File: src/rtl/alu_pkg.sv
// Shared ALU datapath constants used by the logic-unit result path.
package alu_pkg;
    localparam int ALU_WIDTH = 4;
    localparam int BUF_DEPTH = 4;
endpackage

File: src/rtl/alu_result_buf_if.sv
// Producer/consumer bundle of the result buffer; the master drives stimulus, the slave is the buffer.
interface alu_result_buf_if
    import alu_pkg::*;
#(
    parameter int WIDTH = ALU_WIDTH,
    parameter int DEPTH = BUF_DEPTH
);
    logic [WIDTH-1:0]         res_in;
    logic                     res_valid;
    logic                     res_ready;
    logic [WIDTH-1:0]         out_data;
    logic                     out_zero;
    logic                     out_ones;
    logic                     out_valid;
    logic                     out_ready;
    logic                     flush;
    logic [$clog2(DEPTH):0]   count;
    logic                     overflow;

    modport master (
        output res_in, res_valid, out_ready, flush,
        input  res_ready, out_data, out_zero, out_ones, out_valid, count, overflow
    );

    modport slave (
        input  res_in, res_valid, out_ready, flush,
        output res_ready, out_data, out_zero, out_ones, out_valid, count, overflow
    );
endinterface

File: src/rtl/alu_flag_gen.sv
// Zero / all-ones detector for an ALU result; purely combinational, flags forced low when not valid.
module alu_flag_gen
    import alu_pkg::*;
#(
    parameter int WIDTH = ALU_WIDTH
) (
    input  logic [WIDTH-1:0] data_i,
    input  logic             valid_i,
    output logic             zero_o,
    output logic             ones_o
);
    assign zero_o = valid_i && (data_i == '0);
    assign ones_o = valid_i && (&data_i);
endmodule

File: src/rtl/alu_result_buf.sv
// Show-ahead result FIFO: push visible 1 cycle later, pop exposes next entry immediately.
// Refuses input when full (ready from registered count) and records the drop in a sticky overflow flag.
module alu_result_buf
    import alu_pkg::*;
#(
    parameter int WIDTH = ALU_WIDTH,
    parameter int DEPTH = BUF_DEPTH
) (
    input  logic              clk,
    input  logic              rst,
    alu_result_buf_if.slave   bus
);
    localparam int PW = $clog2(DEPTH);
    localparam int CW = PW + 1;

    logic [WIDTH-1:0] mem_q [DEPTH];
    logic [PW-1:0]    wr_ptr_q, wr_ptr_d;
    logic [PW-1:0]    rd_ptr_q, rd_ptr_d;
    logic [CW-1:0]    count_q, count_d;
    logic             overflow_q, overflow_d;

    logic res_ready, out_valid, push, pop;

    assign res_ready = (count_q != CW'(DEPTH));
    assign out_valid = (count_q != '0);
    assign push      = bus.res_valid && res_ready;
    assign pop       = out_valid && bus.out_ready;

    always_comb begin
        wr_ptr_d   = wr_ptr_q;
        rd_ptr_d   = rd_ptr_q;
        count_d    = count_q;
        overflow_d = overflow_q;
        if (bus.flush) begin
            wr_ptr_d   = '0;
            rd_ptr_d   = '0;
            count_d    = '0;
            overflow_d = 1'b0;
        end else begin
            if (push) wr_ptr_d = wr_ptr_q + PW'(1);
            if (pop)  rd_ptr_d = rd_ptr_q + PW'(1);
            if (push && !pop)      count_d = count_q + CW'(1);
            else if (pop && !push) count_d = count_q - CW'(1);
            if (bus.res_valid && !res_ready) overflow_d = 1'b1;
        end
    end

    always_ff @(posedge clk or posedge rst) begin
        if (rst) begin
            wr_ptr_q   <= '0;
            rd_ptr_q   <= '0;
            count_q    <= '0;
            overflow_q <= 1'b0;
        end else begin
            wr_ptr_q   <= wr_ptr_d;
            rd_ptr_q   <= rd_ptr_d;
            count_q    <= count_d;
            overflow_q <= overflow_d;
        end
    end

    // Storage needs no reset: occupancy alone decides what is meaningful.
    always_ff @(posedge clk) begin
        if (push && !bus.flush) mem_q[wr_ptr_q] <= bus.res_in;
    end

    assign bus.res_ready = res_ready;
    assign bus.out_valid = out_valid;
    assign bus.out_data  = mem_q[rd_ptr_q];
    assign bus.count     = count_q;
    assign bus.overflow  = overflow_q;

    alu_flag_gen #(.WIDTH(WIDTH)) u_flags (
        .data_i  (mem_q[rd_ptr_q]),
        .valid_i (out_valid),
        .zero_o  (bus.out_zero),
        .ones_o  (bus.out_ones)
    );
endmodule
File: src/flat_wrapper.sv
// flat-port wrapper written by rule: the top's interface ports become plain ports
module alu_result_buf_flat import alu_pkg::*;
#(
    parameter int WIDTH = ALU_WIDTH,
    parameter int DEPTH = BUF_DEPTH
)
  (clk, rst, bus_res_in, bus_res_valid, bus_out_ready, bus_flush, bus_res_ready, bus_out_data, bus_out_zero, bus_out_ones, bus_out_valid, bus_count, bus_overflow);
  alu_result_buf_if #(.WIDTH(WIDTH), .DEPTH(DEPTH)) bus_i ();
  input  logic clk;
  input  logic rst;
  input wire logic [$bits(bus_i.res_in)-1:0] bus_res_in;
  input wire logic [$bits(bus_i.res_valid)-1:0] bus_res_valid;
  input wire logic [$bits(bus_i.out_ready)-1:0] bus_out_ready;
  input wire logic [$bits(bus_i.flush)-1:0] bus_flush;
  output wire logic [$bits(bus_i.res_ready)-1:0] bus_res_ready;
  output wire logic [$bits(bus_i.out_data)-1:0] bus_out_data;
  output wire logic [$bits(bus_i.out_zero)-1:0] bus_out_zero;
  output wire logic [$bits(bus_i.out_ones)-1:0] bus_out_ones;
  output wire logic [$bits(bus_i.out_valid)-1:0] bus_out_valid;
  output wire logic [$bits(bus_i.count)-1:0] bus_count;
  output wire logic [$bits(bus_i.overflow)-1:0] bus_overflow;
  assign bus_i.res_in = bus_res_in;
  assign bus_i.res_valid = bus_res_valid;
  assign bus_i.out_ready = bus_out_ready;
  assign bus_i.flush = bus_flush;
  assign bus_res_ready = bus_i.res_ready;
  assign bus_out_data = bus_i.out_data;
  assign bus_out_zero = bus_i.out_zero;
  assign bus_out_ones = bus_i.out_ones;
  assign bus_out_valid = bus_i.out_valid;
  assign bus_count = bus_i.count;
  assign bus_overflow = bus_i.overflow;
  alu_result_buf #(.WIDTH(WIDTH), .DEPTH(DEPTH)) u_core (.clk(clk), .rst(rst), .bus(bus_i));
endmodule
File: config.mk
export PLATFORM = sky130hd
export DESIGN_NAME = alu_result_buf_flat
export DESIGN_NICKNAME = d
export VERILOG_FILES = /design/src/rtl/alu_pkg.sv /design/src/rtl/alu_result_buf_if.sv /design/src/rtl/alu_flag_gen.sv /design/src/rtl/alu_result_buf.sv /design/src/flat_wrapper.sv
export SDC_FILE = /design/constraint.sdc
export NUM_CORES = 1
export LEC_CHECK = 0
export BUFFER_PORTS_ARGS = -buffer_cell sky130_fd_sc_hd__buf_2
export CAP_MARGIN = 15
export CORE_MARGIN = 2
export CORE_UTILIZATION = 54
export CTS_CLUSTER_DIAMETER = 60
export DETAILED_ROUTE_END_ITERATION = 10
export PLACE_DENSITY = 0.88
export SLEW_MARGIN = 20
export SYNTH_ARGS = -nofsm -noshare
export SYNTH_HDL_FRONTEND = slang
export SYNTH_HIERARCHICAL = 1
export SYNTH_SLANG_ARGS = --single-unit
File: constraint.sdc
create_clock -name clk -period 2.5 [get_ports clk]
set_input_delay 0.125 -clock clk [delete_from_list [all_inputs] [get_ports clk]]
set_output_delay 0.125 -clock clk [all_outputs]
set_load 0.02 [all_outputs]
### Word-level counts from Yosys, hierarchy flattened

Memories as Yosys holds them, arrays and structs flattened.
Index checks and enable logic that the tools add are counted.

| operators by class | value |
|---|---|
| add/subtract/negate cells | 4 |
| equality and inequality tests | 1 |
| muxes and demuxes | 11 |
| reduce and logical (&&, ||, !) cells | 19 |

Operators with widths:

| cell | count |
|---|---|
| 3-bit 2-to-1 mux | 3 |
| 1-bit logical AND | 8 |
| 2-bit 2-to-1 mux | 4 |
| 2-bit nonzero test | 3 |
| 3-bit nonzero test | 2 |
| 2-bit by 1-bit adder with 2-bit output, second input constant | 2 |
| 1-bit zero test | 4 |
| 4-bit zero test | 1 |
| 1-bit 2-to-1 mux | 4 |
| 4-bit AND reduction | 1 |
| 3-bit by 1-bit adder with 3-bit output, second input constant | 1 |
| 3-bit inequality test, second input constant | 1 |
| 3-bit by 1-bit subtractor with 3-bit output, second input constant | 1 |

| word-level totals | value |
|---|---|
| register bits | 8 |
| memory bits (writable) | 16 |
| input port bits | 9 |
| output and inout bits | 12 |
| memories kept | 1 |

Memories:

| memory | depth | bits a word | read ports | clocked after memory_dff | write ports | RTL line | RTL |
|---|---|---|---|---|---|---|---|
| u_core.mem_q | 4 | 4 | 1 | 0 | 1 | alu_result_buf.sv:16 | `logic [WIDTH-1:0] mem_q [DEPTH];` |

### Logic depth before layout (Yosys ltp)

Gate-level depths: netlist (run 1).

| logic depth | value |
|---|---|
| depth in word-level cells | 7 |
| depth in mapped cells | 8 |

### Cells and area by module

Netlist (run 1), hierarchy kept.

Modules (own cells, without submodules):

| module | instances | cells an instance | area each (um^2) |
|---|---|---|---|
| alu_result_buf | 1 | 88 | 1178.6 |
| alu_flag_gen | 1 | 5 | 31.3 |

### Worst setup path after synthesis (run 1)

OpenSTA, ideal clock, no wires.

| path | value |
|---|---|
| kind | reg-to-reg |
| start | reg u_core.count_q[1], in the netlist u_core/bus.count[1] |
| end | reg u_core.count_q[2], in the netlist u_core/bus.count[2] |
| setup time | 0.144 ns |
| data arrival time | 2.105 ns |
| required time | 2.356 ns |
| setup slack | 0.251 ns |
| cell stages (with the launch flop) | 9 |
| path buffers | 1 |
| clock period less this slack | 2.249 ns |
| cells stage by stage | dfrtp_1 buf_6 nor3b_2 inv_2 and3_1 fa_1 and3b_1 a311oi_1 a211oi_1 |

| between the ends | value |
|---|---|
| elaborated cells between the ends (all ways) | 14 |
| those cells by class | add/sub: 2; eq/ne: 1; mux: 3; reduce/logical: 8 |

RTL lines:

| what | RTL line | RTL |
|---|---|---|
| from (decl) | alu_result_buf.sv:19 | `logic [CW-1:0] count_q, count_d;` |
| from (signal assigned) | alu_result_buf.sv:57 | `count_q <= count_d;` |
| 3-bit inequality test (*) | alu_result_buf.sv:24 | `assign res_ready = (count_q != CW'(DEPTH));` |
| named net bus_res_ready | flat_wrapper.sv:15 | `output wire logic [$bits(bus_i.res_ready)-1:0] bus_res_ready;` |
| 1-bit logical AND (*) | alu_result_buf.sv:26 | `assign push = bus.res_valid && res_ready;` |
| 1-bit logical AND or 1-bit zero test (tied branches) | alu_result_buf.sv:42, alu_result_buf.sv:43 |  |
| 3-bit 2-to-1 mux or 1-bit logical AND (tied branches) | alu_result_buf.sv:42, alu_result_buf.sv:43 |  |
| 3-bit 2-to-1 mux or 3-bit nonzero test (tied branches) | n/a |  |

The timed path passes the listed nets; every way through them passes the cells marked *. The select of a mux whose other input is x is not followed.
A chain may end at the register's enable or synchronous reset.

### Worst setup path after layout (run 1)

| path | value |
|---|---|
| start | reg u_core.count_q[1], in the netlist u_core/bus.count[1] |
| end | reg u_core.count_q[2], in the netlist u_core/bus.count[2] |

| between the ends | value |
|---|---|
| word-level cells in the longest chain between the ends | 6 |
| elaborated cells between the ends (all ways) | 14 |
| those cells by class | add/sub: 2; eq/ne: 1; mux: 3; reduce/logical: 8 |

Ends and longest elaborated chain:

| what |
|---|
| parallel branches: the longest is 6 deep, another holds 3-bit by 1-bit subtractor with 3-bit output |

Parallel ways; which one is timed is not known. The select of a mux whose other input is x is not followed.

==> impl_metrics.tcl, run 1 <==
set metrics [dict create \
    r2r-end "u_core/bus.count[2]" \
    drive_gt1_frac 0.2857 \
    detail_route.first_pass.iterations 4 \
    synth_seq_cells 24 \
    setup_violations 0 \
    critPathCaptureType "register" \
    final_area_mm2 0.001344 \
    worst_pin_slew_ps 453.2 \
    rsz0062_at_grt "no" \
    yosysTopAreaCell "edfxtp_1" \
    fin_util 0.6194 \
    gp_congestion 0.8063 \
    seq_area_frac_synth 0.5626 \
    cts_buffer_depth 2 \
    hold_viol_final 0 \
    insertedDiodeCount 0 \
    rr_worst_depth 7 \
    crit_path_end "u_core/bus.count[2]" \
    placed_cell_area_mm2 0.001308 \
    globalRouteMet1Util 0.2103 \
    grt.total_usage 0.1667 \
    io_buffers 20 \
    worstPathMaxFanout 11 \
    layout_setup_ws_ps 158.9 \
    numClockSinks 24 \
    initial_core_util 0.5577 \
    finalCritPeriodShare 0.9364 \
    fmax_mhz 427.1 \
    dp.final_hpwl_um 1519 \
    synth.distinct_cells 37 \
    netlist_area_mm2 0.001210 \
    cp_slowest_cell "dfrtp_1" \
    grt-ovfl-total 0 \
    synthTopCellsByArea "edfxtp_1 (40%), dfrtp_1 (17%), mux4_2 (7.4%), ha_1 (4.1%), nor2_1 (2.8%)" \
    slowest_delay_ps 520 \
    grt_max_degree 14 \
    synth.top_cell.area_share 0.3971 \
    r2r_slack_ps 160 \
    syn_to_final_growth_pct 11.07 \
    slew-limit-headroom 0.6941 \
    final_antenna_net_count 0 \
    r2r_start "u_core/bus.count[1]" \
    h-tree-depth 1 \
    worstPathRequired_ps 2720 \
    core_mm2 0.002170 \
    maxCapViolations 0 \
    antenna_found_initial 0 \
    layout_common_cells "buf_2 (20), edfxtp_1 (16), nor2_1 (9), inv_1 (8), dfrtp_1 (8)" \
    start_kind "register" \
    status "complete, no violations" \
    grt_pass1_wl_um 3180 \
    via_per_inst 5.564 \
    final_max_slew_viol_count 0 \
    wl_per_cell_um 14.41 \
    die_w_um 51.34 \
    grtUsageMet3 0.03509 \
    hp-class "input port to register" \
    synth.avg_cell_area_um2 13.01 \
    fin_crit_ps 2341 \
    clk_latency_ps 300 \
    syn_inst 93 \
    fin_tns_setup_ps 0 \
    synth_fp_nets 107 \
    die_area_mm2 0.002635 \
    critical_path_arrival_ps 2560 \
    die_h_um 51.34 \
    vias 779 \
    worstSetupStartpoint "u_core/bus.count[1]" \
    vdd_ir_drop_max_mv 0.4734 \
    ys.warnings.count 6 \
    p_leak_nw 0.5749 \
    post-place-ws_ps 230.4 \
    route.detailed.drc 0 \
    p_per_area_mw_per_mm2 896.5 \
    path_class "register to register" \
    grt.met2_usage 0.2814 \
    cts_buffers 3 \
    worstPathCellList "nor3b_2 > inv_2 > and3_1 > fa_1 > and3b_1 > a21o_1 > a211oi_1" \
    skew_ps 4.209 \
    grt.busiest_layer "met2" \
    clock-root-buffer "clkbuf_4" \
    clk_pin_slew_ps 120 \
    cts_setup_buffers 0 \
    final_nets 127 \
    num_io_pins 21 \
    fill_cells 167 \
    grt_pass1_vias 733 \
    tritoncts "built" \
    mostFrequentLayoutCell "buf_2" \
    drtIter0Drc 11 \
    whs_ps 33.43 \
    wirelength_um 2017 \
    num_rows 17 \
]
## worst min path at each step
stage / slack (ps) / end / start / cells after the start
after detailed placement: 90 / u_core/bus.count[1] / rst / 2
after CTS: 10 / u_core/mem_q[3][1] / bus_res_in[1] / 1
after global routing: 20 / u_core/mem_q[3][1] / bus_res_in[1] / 1
after global placement: 80 / u_core/bus.count[2] / rst / 2
after floorplan: -60 / u_core/bus.count[0] / rst / 1
final: 30 / u_core/mem_q[3][3] / bus_res_in[3] / 1
## power breakdown
group / internal [mW] / leakage (nW) / switching, mW / total [mW]
clock network: 0.0581 / 0.0154 / 0.102 / 0.161
logic: 0.208 / 0.307 / 0.276 / 0.483
registers: 0.473 / 0.253 / 0.0882 / 0.561
total: 0.738 / 0.575 / 0.466 / 1.20
## worst max-delay path: cells and delay by family (launching register included)
family,cells,cell delay (ps)
AOI/OAI and AO/OA,2,390
and+or+nand+nor,3,820
buffers and inverters,1,90
adders and majority gates,1,420
DFF,1,520
## cell families (layout without fill, tap and decap cells)
group                      Yosys count  count (layout)  synth area share
DFF                                 24              24            0.5626
and+or+nand+nor                     24              24            0.1117
AOI/OAI and AO/OA                   17              17           0.09928
buffers and inverters               15              34           0.05894
muxes                                6               6           0.09514
adders and majority gates            5               5           0.05791
xor gates and xnor gates             2               2           0.01448
## what timing repair did
item                                    4_1_cts  5_1_grt
endpoints found under the setup margin        0        0
resized for setup                             0        0
endpoints found under the hold margin         8        0
hold buffers                                  1        0
## registers in the layout, indices dropped and copies added (netlist names)
signal,cells
u_core/bus.overflow,1
u_core/mem_q,16
u_core/bus.count,3
u_core/wr_ptr_q,2
u_core/rd_ptr_q,2
## layer usage
layer | vias up | part of all wire
met5 | - | 0
met4 | 0 | 0.0050
met3 | 2 | 0.044
met2 | 16 | 0.51
met1 | 384 | 0.44
li1 | 377 | -
## cells in the mapped netlist
library cell	instances
edfxtp_1	16
a211oi_1	1
a21oi_1	3
dfrtp_1	8
and2_1	4
o211ai_1	1
nand2_1	1
a21o_1	1
nor3_1	1
and3b_1	1
mux4_2	4
a311oi_1	1
buf_4	1
nor3b_2	1
xor2_1	2
buf_2	3
o21a_1	1
a211o_1	1
nand3_1	3
fa_1	1
nand2b_1	1
nor2_1	9
mux2i_1	1
nor4_2	1
o311ai_0	1
or3_1	1
buf_6	1
o21ai_0	3
inv_1	8
o31ai_1	2
o211a_1	1
mux2_4	1
a31o_2	1
inv_2	1
and3_1	1
clkbuf_1	1
ha_1	4
## area by class of cell
type / count / area [µm²] / area share
multi-input cells: 54 / 457.9 / 0.3408
repair buffers: 21 / 110.1 / 0.08194
clock buffers: 3 / 22.52 / 0.01676
flip-flops and latches: 24 / 680.7 / 0.5065
clock inverters: 1 / 3.754 / 0.002793
well taps: 28 / 35.03 / 0.02607
inverters: 9 / 33.78 / 0.02514
## metrics by stage
step | total power [mW] | instances
2_1_floorplan | 0.9437 | 93
3_3_place_gp | 1.030 | 135
3_5_place_dp | 1.051 | 135
4_1_cts | 1.217 | 140
5_1_grt | 1.274 | 140
6_report | 1.205 | 140
Note: power is estimated with default switching activity, not from simulation.
==> run 2: changes to the inputs <==
REMOVE_ABC_BUFFERS = 1   (was unset)
==> impl_metrics.tcl, run 2 (synthesis gave the netlist of run 1 again) <==
set metrics [dict create \
    start_kind "register" \
    grt_pass1_wl_um 3325 \
    worst_pin_slew_ps 378.9 \
    io_buffers 20 \
    gp_congestion 0.8126 \
    whs_ps 28.84 \
    tritoncts "built" \
    insertedDiodeCount 0 \
    grt_pass1_vias 702 \
    num_rows 17 \
    worstPathCellList "nor3b_2 > inv_2 > and3_1 > fa_1 > and3b_1 > a21o_1 > a211oi_1" \
    grt.total_usage 0.1773 \
    top_register "u_core/mem_q" \
    worstPathRequired_ps 2730 \
    core_mm2 0.002170 \
    slowest_delay_ps 520 \
    critPathBufInv 1 \
    die_w_um 51.34 \
    worstSetupStartpoint "u_core/bus.count[1]" \
    clk_latency_ps 310 \
    via_per_inst 5.557 \
    route.detailed.drc 0 \
    cts_buffers 3 \
    drive_gt1_frac 0.2857 \
    drtIter0Drc 17 \
    vias 778 \
    fill_cells 168 \
    status "complete, no violations" \
    vdd_ir_drop_max_mv 0.4136 \
    cp_top_family "simple AND/OR/NAND/NOR gates" \
    clk_pin_slew_ps 130 \
    power_mw 1.207 \
    hp-start "bus_res_in[3]" \
    hp-class "input port to register" \
    worstPathMaxFanout 11 \
    p_leak_nw 0.5749 \
    cp_slowest_cell "dfrtp_1" \
    fin_util 0.6194 \
    fin_crit_ps 2249 \
    fmax_mhz 444.7 \
    antenna_found_initial 0 \
    die_h_um 51.34 \
    postCtsHoldBufs 1 \
    numClockSinks 24 \
    hold_viol_final 0 \
    critPathCaptureType "register" \
    path_class "register to register" \
    skew_ps 10.77 \
    critical_path_arrival_ps 2480 \
    wl_per_cell_um 14.69 \
    grt-ovfl-total 0 \
    final_antenna_net_count 0 \
    p_per_area_mw_per_mm2 898.4 \
    layout_common_cells "buf_2 (20), edfxtp_1 (16), nor2_1 (9), inv_1 (8), dfrtp_1 (8)" \
    slew-limit-headroom 0.7442 \
    final_max_slew_viol_count 0 \
    initial_core_util 0.5577 \
    largest_register_ffs 16 \
    rsz0062_at_grt "no" \
    ctsResizeCount 0 \
    finalCritPeriodShare 0.8994 \
    h-tree-depth 1 \
    grt_max_degree 14 \
    dp.final_hpwl_um 1493 \
    die_area_mm2 0.002635 \
    cts_buffer_depth 2 \
    setup_violations 0 \
    r2r_start "u_core/bus.count[1]" \
    placed_cell_area_mm2 0.001308 \
    wirelength_um 2056 \
    final_nets 127 \
    cts_setup_buffers 0 \
    r2r_slack_ps 250 \
    fin_tns_setup_ps 0 \
    final_area_mm2 0.001344 \
    mostFrequentLayoutCell "buf_2" \
    syn_to_final_growth_pct 11.07 \
    maxCapViolations 0 \
    clock-root-buffer "clkbuf_4" \
    detail_route.first_pass.iterations 4 \
    num_io_pins 21 \
]
## run 2: cell counts in the layout (fill, tap and decap cells not counted)
Identical to the previous run, type by type.
## run 2: worst reg2reg max path, stage by stage (launching register included)
cell and delay (ps):
dfrtp_1 520, nor3b_2 360, inv_2 90, and3_1 200, fa_1 420, and3b_1 220
a21o_1 150, a211oi_1 220
## run 2: where the power goes
group,internal (mW),switching [mW]
sequential,0.473,0.0853
combinational,0.208,0.277
clock,0.0582,0.106
## run 2: path summary, 6_finish.rpt
path	to	depth (start not counted)
min	u_core/mem_q[3][3]	1
min in group asynchronous	u_core/bus.overflow	3
max reg2reg	u_core/bus.count[2]	7
max in group asynchronous	u_core/bus.count[2]	3
max	u_core/bus.count[2]	7
min reg2reg	u_core/bus.overflow	2
## run 2: through the flow
stage / worst slack, ps / instances
2_1_floorplan: 286.1 / 87
4_1_cts: 273.2 / 140
3_5_place_dp: 304.0 / 135
3_3_place_gp: 381.0 / 135
6_report: 251.4 / 140
5_1_grt: 120.8 / 140
## run 2: cell type report
cell class / instances / area (µm²) / share of cell area
clock buffer: 3 / 22.52 / 0.01676
clock inverter: 1 / 3.754 / 0.002793
inverter: 9 / 33.78 / 0.02514
multi-input combinational: 54 / 457.9 / 0.3408
sequential: 24 / 680.7 / 0.5065
tap: 28 / 35.03 / 0.02607
timing repair buffer: 21 / 110.1 / 0.08194
## run 2: routing by layer
metal | vias to the layer above | global-route usage | wire, µm
met5 | - | 0 | 0
met4 | 0 | 0.06579 | 0
met3 | 0 | 0.03509 | 104
met2 | 29 | 0.2857 | 1017
met1 | 372 | 0.2396 | 935
li1 | 377 | - | -
